<file path="src/rtl/mmio_port_responder_pkg.sv">
// Shared constants for the MMIO port responder: register offsets, default base, port width.
package mmio_port_responder_pkg;

  localparam logic [31:0] DEFAULT_BASE_ADDRESS = 32'h1001_0000;
  localparam int unsigned PORT_IN_WIDTH        = 8;

  localparam logic [2:0] OFF_PORT_OUT    = 3'd0;
  localparam logic [2:0] OFF_PORT_IN     = 3'd1;
  localparam logic [2:0] OFF_EDGE_STATUS = 3'd2;
  localparam logic [2:0] OFF_EDGE_COUNT  = 3'd3;
  localparam logic [2:0] OFF_IRQ_ENABLE  = 3'd4;

endpackage

</file>
<file path="src/rtl/port_input_synchronizer.sv">
// Two-flop synchronizer for asynchronous inputs plus a registered copy for rising-edge detection.
module port_input_synchronizer #(
  parameter int unsigned WIDTH = 8
) (
  input  logic             clk,
  input  logic             reset,
  input  logic [WIDTH-1:0] async_in,
  output logic [WIDTH-1:0] sync_out,
  output logic [WIDTH-1:0] rise_out
);

  logic [WIDTH-1:0] sync1_q;
  logic [WIDTH-1:0] sync2_q;
  logic [WIDTH-1:0] prev_q;
  logic [1:0]       warm_q;

  // Until the pipeline has filled, prev loads the same value as sync2 so that a
  // level already high at reset release never looks like a rising edge.
  always_ff @(posedge clk or posedge reset) begin
    if (reset) begin
      sync1_q <= '0;
      sync2_q <= '0;
      prev_q  <= '0;
      warm_q  <= '0;
    end else begin
      sync1_q <= async_in;
      sync2_q <= sync1_q;
      prev_q  <= warm_q[1] ? sync2_q : sync1_q;
      warm_q  <= {warm_q[0], 1'b1};
    end
  end

  assign sync_out = sync2_q;
  assign rise_out = sync2_q & ~prev_q;

endmodule

</file>
<file path="src/rtl/mmio_port_responder.sv">
// Memory-mapped responder: PortOut register, synchronized PortIn, sticky edge flags,
// edge counter and interrupt; loads are answered combinationally.
module mmio_port_responder
  import mmio_port_responder_pkg::*;
#(
  parameter logic [31:0] BASE_ADDRESS = DEFAULT_BASE_ADDRESS,
  parameter int unsigned COUNT_WIDTH  = 16
) (
  input  logic        clk,
  input  logic        reset,
  input  logic [31:0] Address,
  input  logic [31:0] WriteData,
  input  logic        MemWrite,
  input  logic        MemRead,
  output logic [31:0] ReadData,
  input  logic [7:0]  PortIn,
  output logic [31:0] PortOut,
  output logic        PortOutStrobe,
  output logic        Interrupt
);

  logic [PORT_IN_WIDTH-1:0] port_in_sync;
  logic [PORT_IN_WIDTH-1:0] port_in_rise;

  logic                     hit;
  logic [2:0]               offset;
  logic                     wr_en;

  logic [31:0]              port_out_q, port_out_d;
  logic                     strobe_q, strobe_d;
  logic [PORT_IN_WIDTH-1:0] status_q, status_d, status_clr;
  logic [COUNT_WIDTH-1:0]   count_q, count_d;
  logic [PORT_IN_WIDTH-1:0] irq_en_q, irq_en_d;
  logic                     irq_q, irq_d;

  port_input_synchronizer #(
    .WIDTH (PORT_IN_WIDTH)
  ) u_sync (
    .clk      (clk),
    .reset    (reset),
    .async_in (PortIn),
    .sync_out (port_in_sync),
    .rise_out (port_in_rise)
  );

  assign hit    = (Address[31:5] == BASE_ADDRESS[31:5]) && (Address[1:0] == 2'b00);
  assign offset = Address[4:2];
  assign wr_en  = MemWrite && hit;

  always_comb begin
    port_out_d = port_out_q;
    strobe_d   = 1'b0;
    status_clr = '0;
    irq_en_d   = irq_en_q;
    if (wr_en) begin
      case (offset)
        OFF_PORT_OUT: begin
          port_out_d = WriteData;
          strobe_d   = 1'b1;
        end
        OFF_EDGE_STATUS: status_clr = WriteData[PORT_IN_WIDTH-1:0];
        OFF_IRQ_ENABLE:  irq_en_d   = WriteData[PORT_IN_WIDTH-1:0];
        default: ;
      endcase
    end
    // A new edge wins over a simultaneous write-1-to-clear.
    status_d = port_in_rise | (status_q & ~status_clr);
    count_d  = (|port_in_rise) ? count_q + COUNT_WIDTH'(1) : count_q;
    irq_d    = |(status_d & irq_en_d);
  end

  always_ff @(posedge clk or posedge reset) begin
    if (reset) begin
      port_out_q <= '0;
      strobe_q   <= 1'b0;
      status_q   <= '0;
      count_q    <= '0;
      irq_en_q   <= '0;
      irq_q      <= 1'b0;
    end else begin
      port_out_q <= port_out_d;
      strobe_q   <= strobe_d;
      status_q   <= status_d;
      count_q    <= count_d;
      irq_en_q   <= irq_en_d;
      irq_q      <= irq_d;
    end
  end

  always_comb begin
    ReadData = '0;
    if (MemRead && hit) begin
      case (offset)
        OFF_PORT_OUT:    ReadData = port_out_q;
        OFF_PORT_IN:     ReadData = 32'(port_in_sync);
        OFF_EDGE_STATUS: ReadData = 32'(status_q);
        OFF_EDGE_COUNT:  ReadData = 32'(count_q);
        OFF_IRQ_ENABLE:  ReadData = 32'(irq_en_q);
        default:         ReadData = '0;
      endcase
    end
  end

  assign PortOut       = port_out_q;
  assign PortOutStrobe = strobe_q;
  assign Interrupt     = irq_q;

endmodule

</file>
<file path="config.mk">
export PLATFORM = sky130hd
export DESIGN_NAME = mmio_port_responder
export DESIGN_NICKNAME = d
export VERILOG_FILES = /design/src/rtl/mmio_port_responder_pkg.sv /design/src/rtl/port_input_synchronizer.sv /design/src/rtl/mmio_port_responder.sv
export SDC_FILE = /design/constraint.sdc
export NUM_CORES = 1
export LEC_CHECK = 0
export CAP_MARGIN = 20
export CORE_ASPECT_RATIO = 0.75
export CORE_UTILIZATION = 41
export DETAILED_ROUTE_END_ITERATION = 16
export PLACE_DENSITY = 0.76
export SETUP_SLACK_MARGIN = 0.3
export SYNTH_ARGS = -nofsm -noshare
export SYNTH_HDL_FRONTEND = slang
export SYNTH_SLANG_ARGS = --single-unit
</file>
<file path="constraint.sdc">
create_clock -name clk -period 2.8 [get_ports clk]
set_input_delay 0.28 -clock clk [delete_from_list [all_inputs] [get_ports clk]]
set_output_delay 0.28 -clock clk [all_outputs]
set_load 0.005 [all_outputs]
</file>
==> impl_metrics.json, run 1 <==
{
  "status": "finished, final reports clean",
  "port_buffers": 141,
  "p_comb_frac": 0.119,
  "synth_mux_area_frac": 0.154,
  "period_needed_ns": 2.45,
  "vias": 3280,
  "boundaryPins": 142,
  "slew_violations": 0,
  "grt_setup_unrepaired": "yes",
  "p_sw_w": 0.000764,
  "post-place-ws_ns": -0.187,
  "cts.sinks": 92,
  "power_w": 0.00317,
  "final_common_cell": "dfrtp_1",
  "layout_common_cells": "dfrtp_1 (92), clkdlybuf4s50_1 (82), mux2_2 (43)",
  "viasPerCell": 5.09,
  "ys_seq_area_frac": 0.553,
  "pwr_density_cell_mw_per_mm2": 505,
  "fillers": 781,
  "fin_cells": 645,
  "cts_tree": "yes",
  "synth_compound_gate_area_share": 0.0746,
  "netlist_instances": 338,
  "grt_pass1_vias": 3317,
  "min_path_type": "input port to async pin",
  "rows": 31,
  "fin_tns_setup_ns": 0,
  "synth_fa_ha_area_frac": 0.00301,
  "finalCritPeriodShare": 0.874,
  "postRouteWirelength_um": 10500,
  "clock_path_buffers": 2,
  "p_leak_nw": 2.92,
  "ant_nets": 0,
  "areaGrowthSynthToFinish_pct": 51.1,
  "die_w_um": 118,
  "syn-cell-area_mm2": 0.00416,
  "grt_pass1_wl_um": 17300,
  "max-slew-margin-rel": 0.603,
  "layout-drive-gt1-share": 0.290,
  "hold_buffers": 0,
  "syn_avg_cell_area_um2": 12.3,
  "ys_warn_count": 0,
  "p_int_w": 0.00241,
  "syn-num-nets": 415,
  "critical_path_class": "input port to primary output",
  "placed_cells": 616,
  "cts_root_buffer": "clkbuf_16",
  "finalSetupViolCount": 0,
  "p_clk_frac": 0.412,
  "synth_top_family_by_area": "simple AND/OR/NAND/NOR gates",
  "hold_ws_ns": 0.349,
  "diodes": 0,
  "hpwl_um": 7870,
  "worstMarginPinSlew_ns": 0.595,
  "cp_max_fo": 8,
  "track_usage": 0.214,
  "fmax_mhz": 409,
  "start_util": 0.426,
  "core_mm2": 0.00977,
  "wl_per_cell_um": 16.4,
  "gp_congestion": 0.846,
  "drc": 0,
  "cp.required_ns": 2.52,
  "worstPathArrival_ns": 2.17,
  "max-cap-violations": 0,
  "clk_pin_slew_ns": 0.07,
  "numCtsBuffers": 9,
  "postLayoutSetupSlackWorst_ns": 0.354,
  "drtPass1Iterations": 4,
  "cp-start-kind": "input port",
  "nets": 585,
  "end_kind": "primary output",
  "clock-skew-final_ns": 0.00660,
  "antenna_found_initial": 0,
  "dieArea_mm2": 0.0106,
  "overflow": 0,
  "yosysUniqueCellTypes": 42,
  "ir_drop_uv": 444,
  "drtIter0Drc": 162,
  "p_seq_frac": 0.468,
  "ys_ff_latch": 92,
  "synthXorXnorAreaFrac": 0.0316,
  "grt_max_degree": 40,
  "hold_viol_final": 0,
  "insertion_delay_ns": 0.34,
  "synthSimpleGateAreaFrac": 0.163,
  "htree_levels": 3,
  "die_h_um": 89.2,
  "p_sw_frac": 0.241
}
[critical path, stage by stage]
cell             delay (ns)
dlygate4sd2_1          0.25
nor4_4                 0.16
nand4_2                0.13
or3_4                  0.42
or2_4                  0.28
nor2_1                 0.13
clkdlybuf4s50_1        0.51
[cell families (layout without fill, tap and decap cells)]
group	after synthesis	after routing
flip-flops	92	92
XOR/XNOR	15	15
adder cells (fa/ha/maj)	1	1
other	1	1
multiplexers	58	58
AND/OR/NAND/NOR	107	107
AO/OA/AOI/OAI	47	47
buffers and inverters	17	192
[layer usage]
metal,share of wire,track usage
met5,0,0
met4,0.015,0.0793
met3,0.069,0.0491
met2,0.47,0.344
met1,0.44,0.287
[worst paths after layout]
path / from / end / slack (ns) / cells past startpoint
setup / recovery: Address[21] / ReadData[13] / 0.35 / 7
hold / removal: reset / u_sync.sync_out[1]$_DFF_PP0_ / 0.35 / 2
setup reg to reg: u_sync.sync_out[2]$_DFF_PP0_ / count_q[6]$_DFFE_PP0P_ / 0.76 / 6
hold reg to reg: u_sync.warm_q[0]$_DFF_PP0_ / u_sync.warm_q[1]$_DFF_PP0_ / 0.36 / 0
max in group asynchronous: reset / u_sync.sync_out[3]$_DFF_PP0_ / 1.85 / 3
min in group clk: u_sync.warm_q[0]$_DFF_PP0_ / u_sync.warm_q[1]$_DFF_PP0_ / 0.36 / 0
[sequential cells by signal, summed over array words and instances, names as in the netlist]
signal,cells
count_q,16
u_sync.sync1_q,8
u_sync.warm_q,2
Interrupt,1
u_sync.prev_q,8
PortOutStrobe,1
u_sync.sync_out,8
status_q,8
irq_en_q,8
PortOut,32
[synth_stat cells, drive strengths merged]
master | instances | area [µm²]
nor3 | 2 | 10.0
nand3 | 8 | 40.0
xor2 | 2 | 17.5
mux2 | 49 | 552
conb | 1 | 3.75
nor2 | 21 | 81.3
nor4b | 2 | 38.8
a22o | 4 | 35.0
ha | 1 | 12.5
and2 | 19 | 119
a21oi | 14 | 70.1
buf | 8 | 46.3
nor4 | 5 | 71.3
mux2i | 9 | 90.1
or3 | 8 | 50.1
nand3b | 1 | 7.51
nor3b | 3 | 38.8
a22oi | 15 | 113
or2 | 2 | 12.5
nand2b | 5 | 31.3
inv | 2 | 7.51
dfrtp | 92 | 2300
and3 | 4 | 25.0
clkbuf | 7 | 26.3
nor2b | 8 | 50.1
a21o | 7 | 52.6
o211ai | 1 | 7.51
nand2 | 13 | 48.8
o21ai | 5 | 25.0
nand4 | 3 | 31.3
or4 | 3 | 22.5
o31ai | 1 | 7.51
xnor2 | 13 | 114
[power by group through the flow]
stage	Sequential [W]	Combinational (W)	Clock (W)
after floorplan	0.00149	0.000210	0
after global placement	0.00150	0.000369	0
after detailed placement	0.00151	0.000381	0
after CTS	0.00148	0.000383	0.00134
after global routing	0.00150	0.000422	0.00138
final	0.00149	0.000379	0.00131
[through the flow]
step	util	instance area, µm²
floorplan	-	4180
global placement	0.599	5850
global route	0.643	6290
CTS	0.639	6250
detailed placement	0.599	5850
finish	0.643	6290
[layout make-up]
| class | count | area (µm²) | area share |
|---|---|---|---|
| timing repair buffer | 174 | 1590 | 0.253 |
| inverter | 2 | 11.3 | 0.00179 |
| sequential | 92 | 2300 | 0.366 |
| multi-input combinational | 229 | 1890 | 0.301 |
| clock buffer | 10 | 229 | 0.0364 |
| clock inverter | 6 | 96.3 | 0.0153 |
| tap | 132 | 165 | 0.0263 |
[repair_timing]
action	CTS	global route
resized for setup	152	32
pin swaps	14	10
endpoints found under the hold margin	0	0
buffers inserted	12	0
endpoints found under the setup margin	33	22
cloned	1	0
(Power assumes the default switching activity.)
==> run 2, diff against run 1 <==
--- a/config.mk
+++ b/config.mk
@@ -9,6 +9,8 @@
 export CORE_ASPECT_RATIO = 0.75
 export CORE_UTILIZATION = 41
 export DETAILED_ROUTE_END_ITERATION = 16
+export GPL_TIMING_DRIVEN = 0
+export MAX_ROUTING_LAYER = met4
 export PLACE_DENSITY = 0.76
 export SETUP_SLACK_MARGIN = 0.3
 export SYNTH_ARGS = -nofsm -noshare
==> impl_metrics.json, run 2 (synthesized netlist as in run 1, its figures left out) <==
{
  "ant_nets": 0,
  "vias": 3243,
  "hpwl_um": 7760,
  "period_needed_ns": 2.46,
  "p_clk_frac": 0.413,
  "max-cap-violations": 0,
  "areaGrowthSynthToFinish_pct": 51.0,
  "finalSetupViolCount": 0,
  "boundaryPins": 142,
  "drtIter0Drc": 162,
  "rows": 31,
  "grt_pass1_vias": 3292,
  "layout-drive-gt1-share": 0.268,
  "p_seq_frac": 0.469,
  "drtPass1Iterations": 5,
  "placed_cells": 610,
  "hold_buffers": 0,
  "slew_violations": 0,
  "ir_drop_uv": 264,
  "end_kind": "primary output",
  "grt_setup_unrepaired": "yes",
  "antenna_found_initial": 0,
  "finalCritPeriodShare": 0.879,
  "die_h_um": 89.2,
  "worstMarginPinSlew_ns": 1.02,
  "port_buffers": 138,
  "largest_reg_flops": 32,
  "critical_path_class": "input port to primary output",
  "crit_chain": "buf_6 > nor4b_4 > nand4_2 > buf_6 > or3_4 > nor4_4 > buf_4 > buf_6 > buf_6 > and2_4 > buf_6",
  "track_usage": 0.219,
  "die_w_um": 118,
  "cp-start-kind": "input port",
  "clock-skew-final_ns": 0.00521,
  "htree_levels": 3,
  "fmax_mhz": 406,
  "p_leak_nw": 2.82,
  "slowest_delay_ns": 0.42,
  "drc": 0,
  "insertion_delay_ns": 0.34,
  "gp_congestion": 0.820,
  "r2r-start": "u_sync.sync_out[2]$_DFF_PP0_",
  "layout_common_cells": "dfrtp_1 (92), clkdlybuf4s50_1 (78), mux2_2 (45)",
  "power_w": 0.00317,
  "diodes": 0,
  "worstPathArrival_ns": 2.18,
  "core_mm2": 0.00977,
  "grt_max_degree": 35,
  "start_util": 0.426,
  "pwr_density_cell_mw_per_mm2": 505,
  "cts.sinks": 92,
  "numCtsBuffers": 9,
  "p_comb_frac": 0.118,
  "startpoint": "Address[25]",
  "dieArea_mm2": 0.0106,
  "overflow": 0,
  "clock_path_buffers": 2,
  "wl_per_cell_um": 16.8,
  "p_int_w": 0.00243,
  "slowest_stage": "or3_4",
  "final_common_cell": "dfrtp_1",
  "cts_tree": "yes",
  "nets": 583,
  "hold_ws_ns": 0.347,
  "viasPerCell": 5.04,
  "p_sw_w": 0.000746,
  "cts_root_buffer": "clkbuf_16",
  "cp_max_fo": 3,
  "crit_top_cell": "buf_6",
  "status": "finished, final reports clean",
  "min_path_type": "input port to async pin",
  "cp.required_ns": 2.52,
  "clk_pin_slew_ns": 0.06,
  "max-slew-margin-rel": 0.313,
  "postRouteWirelength_um": 10800,
  "p_sw_frac": 0.235,
  "hold_viol_final": 0,
  "fin_cells": 643,
  "grt_pass1_wl_um": 17200
}
[run 2: cell types whose count changed in the layout (fill, tap and decap cells not counted), sizes merged, moves of 2 or more]
cell / delta
clkbuf: +2
clkdlybuf4s50: -4
dlygate4sd2: +3
buf: -7
dlymetal6s2s: -5
clkdlybuf4s15: +10
[run 2: critical path, delay by kind of cell]
family	cells	cell delay, ns
buffers and inverters	6	0.69
AND/OR/NAND/NOR	5	1.20
[run 2: final timing paths]
| path | end | slack, ns | cells past startpoint |
|---|---|---|---|
| setup / recovery | ReadData[16] | 0.34 | 11 |
| hold / removal | u_sync.warm_q[0]$_DFF_PP0_ | 0.35 | 2 |
| setup reg to reg | count_q[6]$_DFFE_PP0P_ | 0.73 | 6 |
| max in group asynchronous | PortOut[26]$_DFFE_PP0P_ | 1.67 | 4 |
| min in group clk | u_sync.warm_q[1]$_DFF_PP0_ | 0.35 | 0 |
| hold reg to reg | u_sync.warm_q[1]$_DFF_PP0_ | 0.35 | 0 |
[run 2: cell type report]
type / count / area, µm²
buffer: 15 / 103
clock buffer: 11 / 243
clock inverter: 5 / 83.8
fill: 762 / 3490
inverter: 2 / 11.3
multi-input combinational: 229 / 1880
sequential: 92 / 2300
tap: 132 / 165
timing repair buffer: 157 / 1490
[run 2: per-layer routing]
metal | global-route usage | part of all wire | wire [µm]
met1 | 0.276 | 0.43 | 4680
met2 | 0.351 | 0.48 | 5220
met3 | 0.0638 | 0.077 | 835
met4 | 0.0536 | 0.0079 | 85
met5 | - | 0 | 0
[run 2: repair_timing]
action / CTS / global route
resized for setup: 161 / 23
cloned: 1 / 0
pin swaps: 16 / 13
setup buffers: 15 / 1
setup endpoints to repair: 33 / 27
[run 2: power groups by stage]
stage / sequential (W) / combinational (W) / clock [W]
after floorplan: 0.00149 / 0.000210 / 0
after global placement: 0.00150 / 0.000356 / 0
after detailed placement: 0.00151 / 0.000373 / 0
after CTS: 0.00148 / 0.000376 / 0.00134
after global routing: 0.00150 / 0.000421 / 0.00139
final: 0.00149 / 0.000375 / 0.00131
[run 2: stage by stage]
stage	setup TNS, ns	util	cell area, µm²	worst slack [ns]
2_1_floorplan	0	-	4180	0.360
3_3_place_gp	-19.56	0.585	5720	-0.862
3_5_place_dp	-21.95	0.589	5760	-0.963
4_1_cts	0	0.636	6210	0.270
5_1_grt	0	0.643	6280	0.264
6_report	0	0.643	6280	0.339
